### src/rtl/ret_stack_param_if.sv
// rtl/ret_stack_param_if.sv - Push/pop request and stack status bundle for ret_stack_param.
interface ret_stack_param_if #(
   parameter int WIDTH = 20,
   parameter int DEPTH = 4
);
   localparam int CW = $clog2(DEPTH + 1);

   logic [WIDTH-1:0] DI;
   logic             ENA;
   logic             RTS;
   logic             CLR_ERR;
   logic [WIDTH-1:0] DO;
   logic [CW-1:0]    CNT;
   logic             EMPTY;
   logic             FULL;
   logic             OVF;
   logic             UNF;

   modport master (
      output DI, ENA, RTS, CLR_ERR,
      input  DO, CNT, EMPTY, FULL, OVF, UNF
   );

   modport slave (
      input  DI, ENA, RTS, CLR_ERR,
      output DO, CNT, EMPTY, FULL, OVF, UNF
   );
endinterface

### src/rtl/ret_stack_param.sv
// rtl/ret_stack_param.sv - Parametrised return-address LIFO with registered top, count and sticky error flags.
// RET_STACK_CIRC_EN: push on a full stack overwrites the oldest entry instead of being discarded.
module ret_stack_param #(
   parameter int WIDTH = 20,
   parameter int DEPTH = 4
) (
   input  logic              CLK2,
   input  logic              RST_N,
   ret_stack_param_if.slave  bus
);
   localparam int             CW       = $clog2(DEPTH + 1);
   localparam int             IW       = $clog2(DEPTH);
   localparam logic [IW-1:0]  LAST_IDX = IW'(DEPTH - 1);
   localparam logic [CW-1:0]  FULL_CNT = CW'(DEPTH);

   logic [WIDTH-1:0] r_mem [DEPTH];
   logic [IW-1:0]    r_sp;
   logic [CW-1:0]    r_cnt;
   logic [WIDTH-1:0] r_do;
   logic             r_ovf;
   logic             r_unf;

   logic [IW-1:0]    w_top;
   logic [IW-1:0]    w_below;
   logic             w_empty;
   logic             w_full;
   logic [IW-1:0]    w_sp_n;
   logic [CW-1:0]    w_cnt_n;
   logic [WIDTH-1:0] w_do_n;
   logic             w_we;
   logic [IW-1:0]    w_waddr;
   logic             w_ovf_set;
   logic             w_unf_set;

   // Explicit wrap compare so non-power-of-two depths stay in range.
   function automatic logic [IW-1:0] f_inc(input logic [IW-1:0] a);
      return (a == LAST_IDX) ? '0 : a + IW'(1);
   endfunction

   function automatic logic [IW-1:0] f_dec(input logic [IW-1:0] a);
      return (a == '0) ? LAST_IDX : a - IW'(1);
   endfunction

   assign w_top   = f_dec(r_sp);
   assign w_below = f_dec(w_top);
   assign w_empty = (r_cnt == '0);
   assign w_full  = (r_cnt == FULL_CNT);

   always_comb begin
      w_sp_n    = r_sp;
      w_cnt_n   = r_cnt;
      w_do_n    = r_do;
      w_we      = 1'b0;
      w_waddr   = r_sp;
      w_ovf_set = 1'b0;
      w_unf_set = 1'b0;
      case ({bus.ENA, bus.RTS})
         2'b10: begin
            if (!w_full) begin
               w_we    = 1'b1;
               w_sp_n  = f_inc(r_sp);
               w_cnt_n = r_cnt + CW'(1);
               w_do_n  = bus.DI;
            end else begin
               w_ovf_set = 1'b1;
`ifdef RET_STACK_CIRC_EN
               // When full, SP sits on the oldest entry, so writing there drops the bottom.
               w_we   = 1'b1;
               w_sp_n = f_inc(r_sp);
               w_do_n = bus.DI;
`endif
            end
         end
         2'b01: begin
            if (!w_empty) begin
               w_sp_n  = w_top;
               w_cnt_n = r_cnt - CW'(1);
               w_do_n  = (r_cnt == CW'(1)) ? '0 : r_mem[w_below];
            end else begin
               w_unf_set = 1'b1;
            end
         end
         2'b11: begin
            w_we   = 1'b1;
            w_do_n = bus.DI;
            if (!w_empty) begin
               w_waddr = w_top;
            end else begin
               w_sp_n    = f_inc(r_sp);
               w_cnt_n   = CW'(1);
               w_unf_set = 1'b1;
            end
         end
         default: ;
      endcase
   end

   always_ff @(posedge CLK2 or negedge RST_N) begin
      if (!RST_N) begin
         r_sp  <= '0;
         r_cnt <= '0;
         r_do  <= '0;
         r_ovf <= 1'b0;
         r_unf <= 1'b0;
      end else begin
         r_sp  <= w_sp_n;
         r_cnt <= w_cnt_n;
         r_do  <= w_do_n;
         r_ovf <= w_ovf_set | (r_ovf & ~bus.CLR_ERR);
         r_unf <= w_unf_set | (r_unf & ~bus.CLR_ERR);
      end
   end

   always_ff @(posedge CLK2) begin
      if (RST_N && w_we) begin
         r_mem[w_waddr] <= bus.DI;
      end
   end

   assign bus.DO    = r_do;
   assign bus.CNT   = r_cnt;
   assign bus.EMPTY = w_empty;
   assign bus.FULL  = w_full;
   assign bus.OVF   = r_ovf;
   assign bus.UNF   = r_unf;
endmodule

### src/flat_wrapper.sv
// flat-port wrapper written by rule: the top's interface ports become plain ports
module ret_stack_param_flat 
#(
   parameter int WIDTH = 20,
   parameter int DEPTH = 4
)
  (CLK2, RST_N, bus_DI, bus_ENA, bus_RTS, bus_CLR_ERR, bus_DO, bus_CNT, bus_EMPTY, bus_FULL, bus_OVF, bus_UNF);
  ret_stack_param_if #(.WIDTH(WIDTH), .DEPTH(DEPTH)) bus_i ();
  input  logic CLK2;
  input  logic RST_N;
  input wire logic [$bits(bus_i.DI)-1:0] bus_DI;
  input wire logic [$bits(bus_i.ENA)-1:0] bus_ENA;
  input wire logic [$bits(bus_i.RTS)-1:0] bus_RTS;
  input wire logic [$bits(bus_i.CLR_ERR)-1:0] bus_CLR_ERR;
  output wire logic [$bits(bus_i.DO)-1:0] bus_DO;
  output wire logic [$bits(bus_i.CNT)-1:0] bus_CNT;
  output wire logic [$bits(bus_i.EMPTY)-1:0] bus_EMPTY;
  output wire logic [$bits(bus_i.FULL)-1:0] bus_FULL;
  output wire logic [$bits(bus_i.OVF)-1:0] bus_OVF;
  output wire logic [$bits(bus_i.UNF)-1:0] bus_UNF;
  assign bus_i.DI = bus_DI;
  assign bus_i.ENA = bus_ENA;
  assign bus_i.RTS = bus_RTS;
  assign bus_i.CLR_ERR = bus_CLR_ERR;
  assign bus_DO = bus_i.DO;
  assign bus_CNT = bus_i.CNT;
  assign bus_EMPTY = bus_i.EMPTY;
  assign bus_FULL = bus_i.FULL;
  assign bus_OVF = bus_i.OVF;
  assign bus_UNF = bus_i.UNF;
  ret_stack_param #(.WIDTH(WIDTH), .DEPTH(DEPTH)) u_core (.CLK2(CLK2), .RST_N(RST_N), .bus(bus_i));
endmodule
### config.mk
export PLATFORM = sky130hd
export DESIGN_NAME = ret_stack_param_flat
export DESIGN_NICKNAME = d
export VERILOG_FILES = /design/src/rtl/ret_stack_param_if.sv /design/src/rtl/ret_stack_param.sv /design/src/flat_wrapper.sv
export SDC_FILE = /design/constraint.sdc
export NUM_CORES = 1
export LEC_CHECK = 0
export CORE_AREA = 2 2 97 99
export CTS_CLUSTER_SIZE = 28
export DETAILED_ROUTE_END_ITERATION = 8
export DIE_AREA = 0 0 99 101
export GPL_ROUTABILITY_DRIVEN = 0
export PLACE_DENSITY = 0.79
export SYNTH_ARGS = -nofsm -noshare
export SYNTH_HDL_FRONTEND = slang
export SYNTH_SLANG_ARGS = --single-unit
### constraint.sdc
create_clock -name CLK2 -period 4.06 [get_ports CLK2]
set_clock_uncertainty 0.15 [all_clocks]
set_input_delay 0.812 -clock CLK2 [delete_from_list [all_inputs] [get_ports CLK2]]
set_output_delay 0.812 -clock CLK2 [all_outputs]
set_load 0.1 [all_outputs]
==> key figures, run 1 <==
Outcome
  – Outcome: completed

Yosys
  – Share of the synthesized area in the top cell type: 47.7%
  – Asr flop ratio synth: 25.2%
  – Sequential area share after synthesis: 61.2%
  – Mapped Cells: 456
  – Syn_area_per_cell: 11.0 µm²
  – Synth Area in Compound Gates: a little under a fifth
  – Mapped Nets: about 490
  – Simple-Gate Fraction of Synth Area: a little under a tenth
  – #FFs+latches synth: 107
  – Adder-Cell Fraction of Synth Area: 1.89%
  – Synthesized cell area: 5030 µm²
  – Post-synthesis xor/xnor area fraction: 0.174%
  – Warnings, synthesis: 0
  – Main combinational cell family by area after synthesis: compound AO/OA/AOI/OAI gates
  – Synth cell types: 43
  – Post-synthesis mux area share: approximately 1.1%
  – Post-synth EDFFs: 80
  – Post-synth top flop: edfxtp_1
  – Top cells by area, synth: edfxtp_1, dfrtp_1, a31oi_1
  – Area leader, netlist: edfxtp_1

Finish
  – Final instance area: 5790 µm²
  – ANT cells: 0
  – Nets: 527
  – Fill cells: 692
  – Layout cells sized above 1: 8.18%
  – Area Growth Syn to Fin: 15.1%

Floorplan
  – DIE AREA: between 9000 and 10000 µm²
  – Rows: 35
  – Initial core utilization: 56.0%
  – Die X: 99 µm
  – Die height: roughly 100 µm
  – IO Count: 52
  – Core area: 8980 µm²

Global routing
  – Largest net degree at the start of global routing: 79
  – Total track usage: 22.6%
  – Number of global-route vias before repair: 3518
  – Initial antenna violation count: 0
  – GRT overflow: 0
  – First-pass GRT wire length: about 18000 µm

Drt
  – 1st-pass router iterations: 5
  – Avg WL per Cell: 17.8 µm
  – Drt via density: 6.02
  – DRT Wirelength: 10900 µm
  – Drt first-iter violations: 280
  – Vias: around 3700
  – Post-route antenna net violation count: 0
  – DRC: 0

Setup path
  – Setup CP Type: reg2reg
  – Setup crit start kind: register
  – Crit-path max FO: 39
  – Critical Path End Type: register
  – Critical path data arrival time: between 3 and 4 ns
  – Critical Path RT: between 3 and 4 ns

Clock network
  – Worst-Skew Late Latency: between 0.3 and 0.4 ns
  – CTS tree: yes
  – H-tree depth: 3
  – Clk pin slew, worst setup/hold paths: 0.10 ns
  – Post-CTS sizing: 0
  – CTS root buf: clkbuf_8
  – Post-CTS setup buffers: 0
  – CTS Buf Count: 9
  – Clock buffer depth: 2
  – Hold-fix buffers, CTS: 0
  – # clock sinks: 107

Timing
  – Setup TNS: 0 ns
  – Period utilization: about four fifths
  – Final setup viols: 0
  – Rel. slew slack: 34.7%
  – Actual slew at the worst max-slew pin: 0.976 ns
  – RSZ-0062 raised after global routing: false
  – Final min period: 3.22 ns
  – Peak Freq: 310 MHz
  – Final hold vios: 0
  – Max Transition Viols Final: 0

Job
  – Max-cap violations: 0

Min path
  – Worst min path class: reg2reg

Placed design
  – PortBufs: 51
  – HPWL Detailed: 6710 µm
  – DP Area: 5620 µm²
synthesized netlist by cell type, drive strengths merged (2+ instances only):
| master | instances |
|---|---|
| edfxtp | 80 |
| nand2 | 28 |
| clkbuf | 6 |
| a31oi | 39 |
| nor2b | 3 |
| nand3 | 8 |
| nor2 | 58 |
| o221ai | 20 |
| mux2i | 2 |
| o22ai | 2 |
| o211ai | 3 |
| nor3b | 3 |
| inv | 48 |
| nand2b | 4 |
| o31ai | 2 |
| maj3 | 2 |
| ha | 6 |
| buf | 30 |
| dfrtp | 27 |
| a311oi | 18 |
| o21ai | 22 |
| a21oi | 29 |
| or3 | 2 |
placed cells by master, fill, tap and decap left out, types with 8 or more instances in the layout:
cell,count
nand3_1,8
dfrtp_1,26
nor2_1,58
o21ai_0,22
edfxtp_1,80
inv_1,48
buf_4,15
clkdlybuf4s50_1,49
a311oi_1,18
a21oi_1,24
o221ai_1,20
a31oi_1,39
clkbuf_8,9
nand2_1,28
sequential cells by signal, indices dropped and copies added, names as in the netlist:
name / cells
u_core.bus.OVF: 1
u_core.bus.DO: 20
u_core.bus.UNF: 1
u_core.r_mem: 80
u_core.r_sp: 2
u_core.bus.CNT: 3
per-layer routing:
| metal | GRT usage [%] | part of all wire (%) | vias to the layer above |
|---|---|---|---|
| li1 | - | - | 1752 |
| met1 | 30.2 | 44 | 1776 |
| met2 | 37.4 | 49 | 136 |
| met3 | 3.47 | 5.3 | 21 |
| met4 | 9.06 | 2.1 | 0 |
| met5 | 0 | 0 | - |
path summary, 6_finish.rpt:
check                               start  slack [ns]  depth (start not counted)                 end
max in group asynchronous           RST_N        2.70                          2      u_core.r_sp[0]
min                        u_core.bus.UNF        0.40                          2      u_core.bus.UNF
max reg2reg                u_core.r_sp[0]        0.84                          6  u_core.r_mem[0][7]
min in group asynchronous           RST_N        0.76                          2   u_core.bus.CNT[0]
min reg2reg                u_core.bus.UNF        0.40                          2      u_core.bus.UNF
max                        u_core.r_sp[0]        0.84                          6  u_core.r_mem[0][7]
final cells by class:
| class | count | area [µm²] | area share [%] |
|---|---|---|---|
| Multi-Input combinational cell | 264 | 1590 | 27.5 |
| Clock buffer | 9 | 124 | 2.14 |
| Clock inverter | 7 | 51.3 | 0.886 |
| Timing Repair Buffer | 65 | 623 | 10.8 |
| Inverter | 49 | 184 | 3.18 |
| Sequential cell | 107 | 3080 | 53.2 |
| Tap cell | 111 | 139 | 2.40 |
per-stage QoR:
stage / setup slack (ns) / util (%) / hold WS [ns] / std cells
2_1_floorplan: 0.0861 / - / 0.366 / 456
3_3_place_gp: 0.739 / 62.6 / 0.378 / 596
3_5_place_dp: 0.682 / 62.6 / 0.389 / 596
4_1_cts: 0.856 / 64.5 / 0.407 / 612
5_1_grt: 0.683 / 64.5 / 0.421 / 612
6_report: 0.835 / 64.5 / 0.401 / 612
worst max-delay path, stage by stage, from the launching register on:
cell      delay, ns
dfrtp_2        0.37
clkinv_1       0.23
ha_2           0.55
nand2b_1       0.51
or3_1          0.47
a21oi_2        0.42
buf_12         0.22
logic make-up (layout without fill, tap and decap cells):
kind of cell / after synthesis / in the layout
simple gates: 108 / 108
buf+inv: 85 / 130
xor+xnor: 1 / 1
mux: 4 / 4
compound gates: 143 / 143
flops: 107 / 107
fa+ha+maj: 8 / 8
Power of run 1 is not shown: default switching activity piles up to over one toggle a cycle in this logic, so the estimate is an artifact.
==> run 2: changes to the inputs <==
==> constraint.sdc (replaced) <==
create_clock -name CLK2 -period 3 [get_ports CLK2]
set_clock_uncertainty 0.15 [all_clocks]
set_input_delay 0.6 -clock CLK2 [delete_from_list [all_inputs] [get_ports CLK2]]
set_output_delay 0.6 -clock CLK2 [all_outputs]
set_load 0.1 [all_outputs]
==> key figures, run 2 (synthesized netlist as in run 1, its figures left out) <==
Drt
  – Post-route antenna net violation count: 0
  – Vias: roughly 3800
  – DRT Wirelength: 11200 µm
  – Drt via density: around 6.1
  – 1st-pass router iterations: 5
  – DRC: 0
  – Drt first-iter violations: 289
  – Avg WL per Cell: around 18 µm

Floorplan
  – Die height: 101 µm
  – IO Count: 52
  – DIE AREA: 10000 µm²
  – Rows: 35
  – Initial core utilization: approximately 56%
  – Core area: 8980 µm²
  – Die X: 99 µm

Finish
  – Reg area: ~3100 µm²
  – Max FFs per register: 80
  – Leading cell type in the layout, fill and taps excluded: edfxtp_1
  – Most frequent cells in the layout: edfxtp_1, nor2_1, inv_1
  – Post-Layout Cell Count: between 600 and 700
  – ANT cells: 0
  – Multi-input logic area: roughly 1600 µm²
  – Top reg by flops: u_core.r_mem
  – Fill cells: 670
  – Nets: 534
  – Area Growth Syn to Fin: 17.1%
  – Layout cells sized above 1: 15.7%

Clock network
  – H-tree depth: 3
  – Post-CTS setup buffers: 0
  – Worst-Skew Late Latency: ~0.36 ns
  – CTS Buf Count: 9
  – CTS tree: yes
  – Clk pin slew, worst setup/hold paths: approximately 0.1 ns
  – CTS root buf: clkbuf_8
  – Post-CTS sizing: 0
  – Hold-fix buffers, CTS: 0
  – Clock buffer depth: 2
  – # clock sinks: 107

Outcome
  – Outcome: completed

Global routing
  – Initial antenna violation count: 0
  – Number of global-route vias before repair: 3722
  – Met2 Usage GRT: between 30% and 40%
  – Busiest grt layer: met2
  – Met3 Resource Use GR: 4.37%
  – First-pass GRT wire length: between 15000 and 20000 µm
  – Routing usage on met1: 30.1%
  – Total track usage: 22.9%
  – Largest net degree at the start of global routing: slightly below 80
  – GRT overflow: 0

Timing
  – Final min period: 2.76 ns
  – Final hold vios: 0
  – Final setup viols: 0
  – Peak Freq: 362 MHz
  – Rel. slew slack: 52.4%
  – Max Transition Viols Final: 0
  – RSZ-0062 raised after global routing: false
  – Actual slew at the worst max-slew pin: 0.714 ns
  – Setup TNS: 0 ns
  – Period utilization: 92.0%

Setup path
  – Critical Path RT: 2.25 ns
  – Critical Path End Type: output port
  – Critical path data arrival time: 2.01 ns
  – Crit path max-delay family: buffers and inverters
  – CP Cell Sequence: inv_1 -> ha_1 -> nand2b_2 -> clkinvlp_4 -> buf_12
  – Worst stage delay on the critical path: 0.50 ns
  – WP buf/inv: 3
  – Setup CP Type: reg2out
  – Setup crit start kind: register
  – CP max-delay cell: dfrtp_4
  – Crit-path max FO: 11

Placed design
  – HPWL Detailed: about 7000 µm
  – Number of instances in the placed design: 603
  – PortBufs: 51

Job
  – Max-cap violations: 0

Min path
  – Worst min path class: reg2reg
run 2: changes by cell type in the layout (fill, tap and decap cells not counted), sizes merged:
cell / delta
buf: +32
clkinvlp: -1
clkdlybuf4s50: -25
bufinv: +1
run 2: worst register-to-register path, delay by kind of cell, from the launching register on:
family	cells	cell delay, ns
buf+inv	2	0.32
flops	1	0.50
fa+ha+maj	1	0.34
compound gates	1	0.19
simple gates	3	0.87
run 2: path summary, 6_finish.rpt:
path | endpoint | cells past startpoint | start | slack, ns
min in group asynchronous | u_core.bus.OVF | 2 | RST_N | 0.59
setup / recovery | bus_EMPTY | 5 | u_core.bus.CNT[1] | 0.24
max in group asynchronous | u_core.bus.CNT[1] | 2 | RST_N | 1.77
hold / removal | u_core.bus.OVF | 2 | u_core.bus.OVF | 0.40
setup reg to reg | u_core.r_mem[2][7] | 7 | u_core.bus.CNT[0] | 0.33
hold reg to reg | u_core.bus.OVF | 2 | u_core.bus.OVF | 0.40
run 2: area by class of cell:
type                       instances  area share, %
clock inverter                     7           1.38
inverter                          49           3.18
tap                              111           2.36
sequential                       107           52.4
clock buffer                       9           2.10
timing repair buffer              72           11.0
multi-input combinational        264           27.5
run 2: metal layers:
metal	share of wire (%)	up-vias	routed length, µm
li1	-	1774	-
met1	41	1811	4570
met2	49	174	5480
met3	7.6	27	851
met4	2.4	0	264
met5	0	-	0
run 2: per-stage QoR:
stage               utilization, %  setup slack, ns  instance area [µm²]  hold slack, ns
finish                        65.6            0.241                 5890           0.396
global route                  65.6            0.148                 5890           0.424
CTS                           65.6            0.248                 5890           0.401
detailed placement            63.4            0.299                 5690           0.385
global placement              63.4            0.381                 5690           0.372
floorplan                        -           0.0332                 5080           0.154
Power of run 2 is left out for the same reason.
==> run 3: changes to the inputs <==
--- a/config.mk
+++ b/config.mk
@@ -10,6 +10,7 @@
 export DETAILED_ROUTE_END_ITERATION = 8
 export DIE_AREA = 0 0 99 101
 export GPL_ROUTABILITY_DRIVEN = 0
+export GPL_TIMING_DRIVEN = 0
 export PLACE_DENSITY = 0.79
 export SYNTH_ARGS = -nofsm -noshare
 export SYNTH_HDL_FRONTEND = slang
==> key figures, run 3 (synthesized netlist as in run 1, its figures left out) <==
Finish
  – Leading cell type in the layout, fill and taps excluded: edfxtp_1
  – Fill cells: a little over 600
  – Nets: 566
  – Layout cells sized above 1: between 15 and 20%
  – Area Growth Syn to Fin: 22.7%
  – Most frequent cells in the layout: edfxtp_1, nor2_1, clkdlybuf4s50_1
  – ANT cells: 0
  – Top reg by flops: u_core.r_mem
  – Max FFs per register: 80

Setup path
  – Critical Path RT: 2.95 ns
  – Setup crit start kind: register
  – Critical Path End Type: register
  – Critical path data arrival time: around 2.9 ns
  – Setup CP Type: reg2reg
  – Crit-path max FO: 10

Global routing
  – GRT overflow: 0
  – Largest net degree at the start of global routing: 29
  – Number of global-route vias before repair: 4214
  – Initial antenna violation count: 0
  – First-pass GRT wire length: approximately 22000 µm
  – Total track usage: between 20% and 30%

Timing
  – Max Transition Viols Final: 0
  – Period utilization: between 90% and 100%
  – Rel. slew slack: 34.8%
  – Peak Freq: 344 MHz
  – Final hold vios: 0
  – Actual slew at the worst max-slew pin: 0.976 ns
  – Final min period: just under 3 ns
  – Final setup viols: 0
  – Final setup margin: 0.0890 ns

Floorplan
  – Die height: slightly above 100 µm
  – IO Count: 52
  – Initial core utilization: 56.0%
  – Die X: 99 µm
  – Core area: 8980 µm²
  – DIE AREA: 10000 µm²
  – Rows: 35

Drt
  – Avg WL per Cell: 21.9 µm
  – Vias: approximately 4200
  – Post-route antenna net violation count: 0
  – DRC: 0
  – Drt first-iter violations: 550
  – 1st-pass router iterations: 6
  – Drt via density: about 6.5
  – DRT Wirelength: 14300 µm

Placed design
  – HPWL Detailed: ~8400 µm
  – Placement Setup Slack: -1.47 ns
  – PortBufs: 51

Clock network
  – Clock buffer depth: 2
  – Hold-fix buffers, CTS: 0
  – Clk pin slew, worst setup/hold paths: 0.11 ns
  – # clock sinks: 107
  – H-tree depth: 3
  – CTS Buf Count: 9
  – CTS root buf: clkbuf_8
  – CTS tree: yes
  – Worst-Skew Late Latency: approximately 0.38 ns

Job
  – Max-cap violations: 0

Min path
  – Worst min path class: in2async

Outcome
  – Outcome: completed
==> run 3: final timing paths <==
check	from	depth (start not counted)	slack [ns]	to
worst max-delay path	u_core.r_sp[0]	9	0.09	u_core.r_mem[2][10]
worst min-delay path	RST_N	1	0.25	u_core.bus.DO[12]
worst max register to register	u_core.r_sp[0]	9	0.09	u_core.r_mem[2][10]
worst min register to register	u_core.bus.UNF	2	0.39	u_core.bus.UNF
max in group asynchronous	RST_N	1	1.83	u_core.bus.CNT[0]
min in group CLK2	u_core.bus.UNF	2	0.39	u_core.bus.UNF
==> run 3: cell type report <==
| class | instances | area (µm²) | area share [%] |
|---|---|---|---|
| Sequential cell | 107 | 3090 | 50.0 |
| Multi-Input combinational cell | 268 | 1710 | 27.7 |
| Buffer | 36 | 198 | 3.20 |
| Clock buffer | 10 | 128 | 2.07 |
| Timing Repair Buffer | 64 | 668 | 10.8 |
| Tap cell | 111 | 139 | 2.25 |
| Inverter | 49 | 191 | 3.10 |
| Clock inverter | 6 | 55.1 | 0.892 |
==> run 3: timing repair <==
item | in CTS | in global routing
pin swaps | 7 | 1
setup endpoints to repair | 82 | 83
cloned | 4 | 0
resized for setup | 19 | 6
setup buffers | 12 | 1
==> run 3: per-stage QoR <==
stage	instances	setup TNS, ns	utilization, %	cell area, µm²	hold WS (ns)
after floorplan	456	0	-	5080	0.154
after global placement	618	-90.65	63.8	5730	0.364
after detailed placement	618	-100.25	63.8	5730	0.381
after CTS	650	0	68.5	6150	0.291
after global routing	651	-0.123	68.8	6170	0.314
final	651	0	68.8	6170	0.254
==> run 3: critical path, stage by stage (launching register included) <==
cell and delay [ns]:
dfrtp_1 0.36, buf_2 0.20, buf_6 0.17, clkinvlp_4 0.19, ha_1 0.33, buf_4 0.17
buf_2 0.21, or3_4 0.45, a21oi_4 0.18, buf_4 0.22
==> run 3: per-layer routing <==
layer | wire length (µm) | part of all wire [%] | global-route usage, % | vias up
met4 | 772 | 5.4 | 19.0 | 0
met2 | 6800 | 48 | 46.2 | 315
li1 | - | - | - | 1848
met1 | 5260 | 37 | 37.6 | 2001
met5 | 0 | 0 | 0 | -
met3 | 1440 | 10 | 4.51 | 65
Power of run 3 is left out for the same reason.
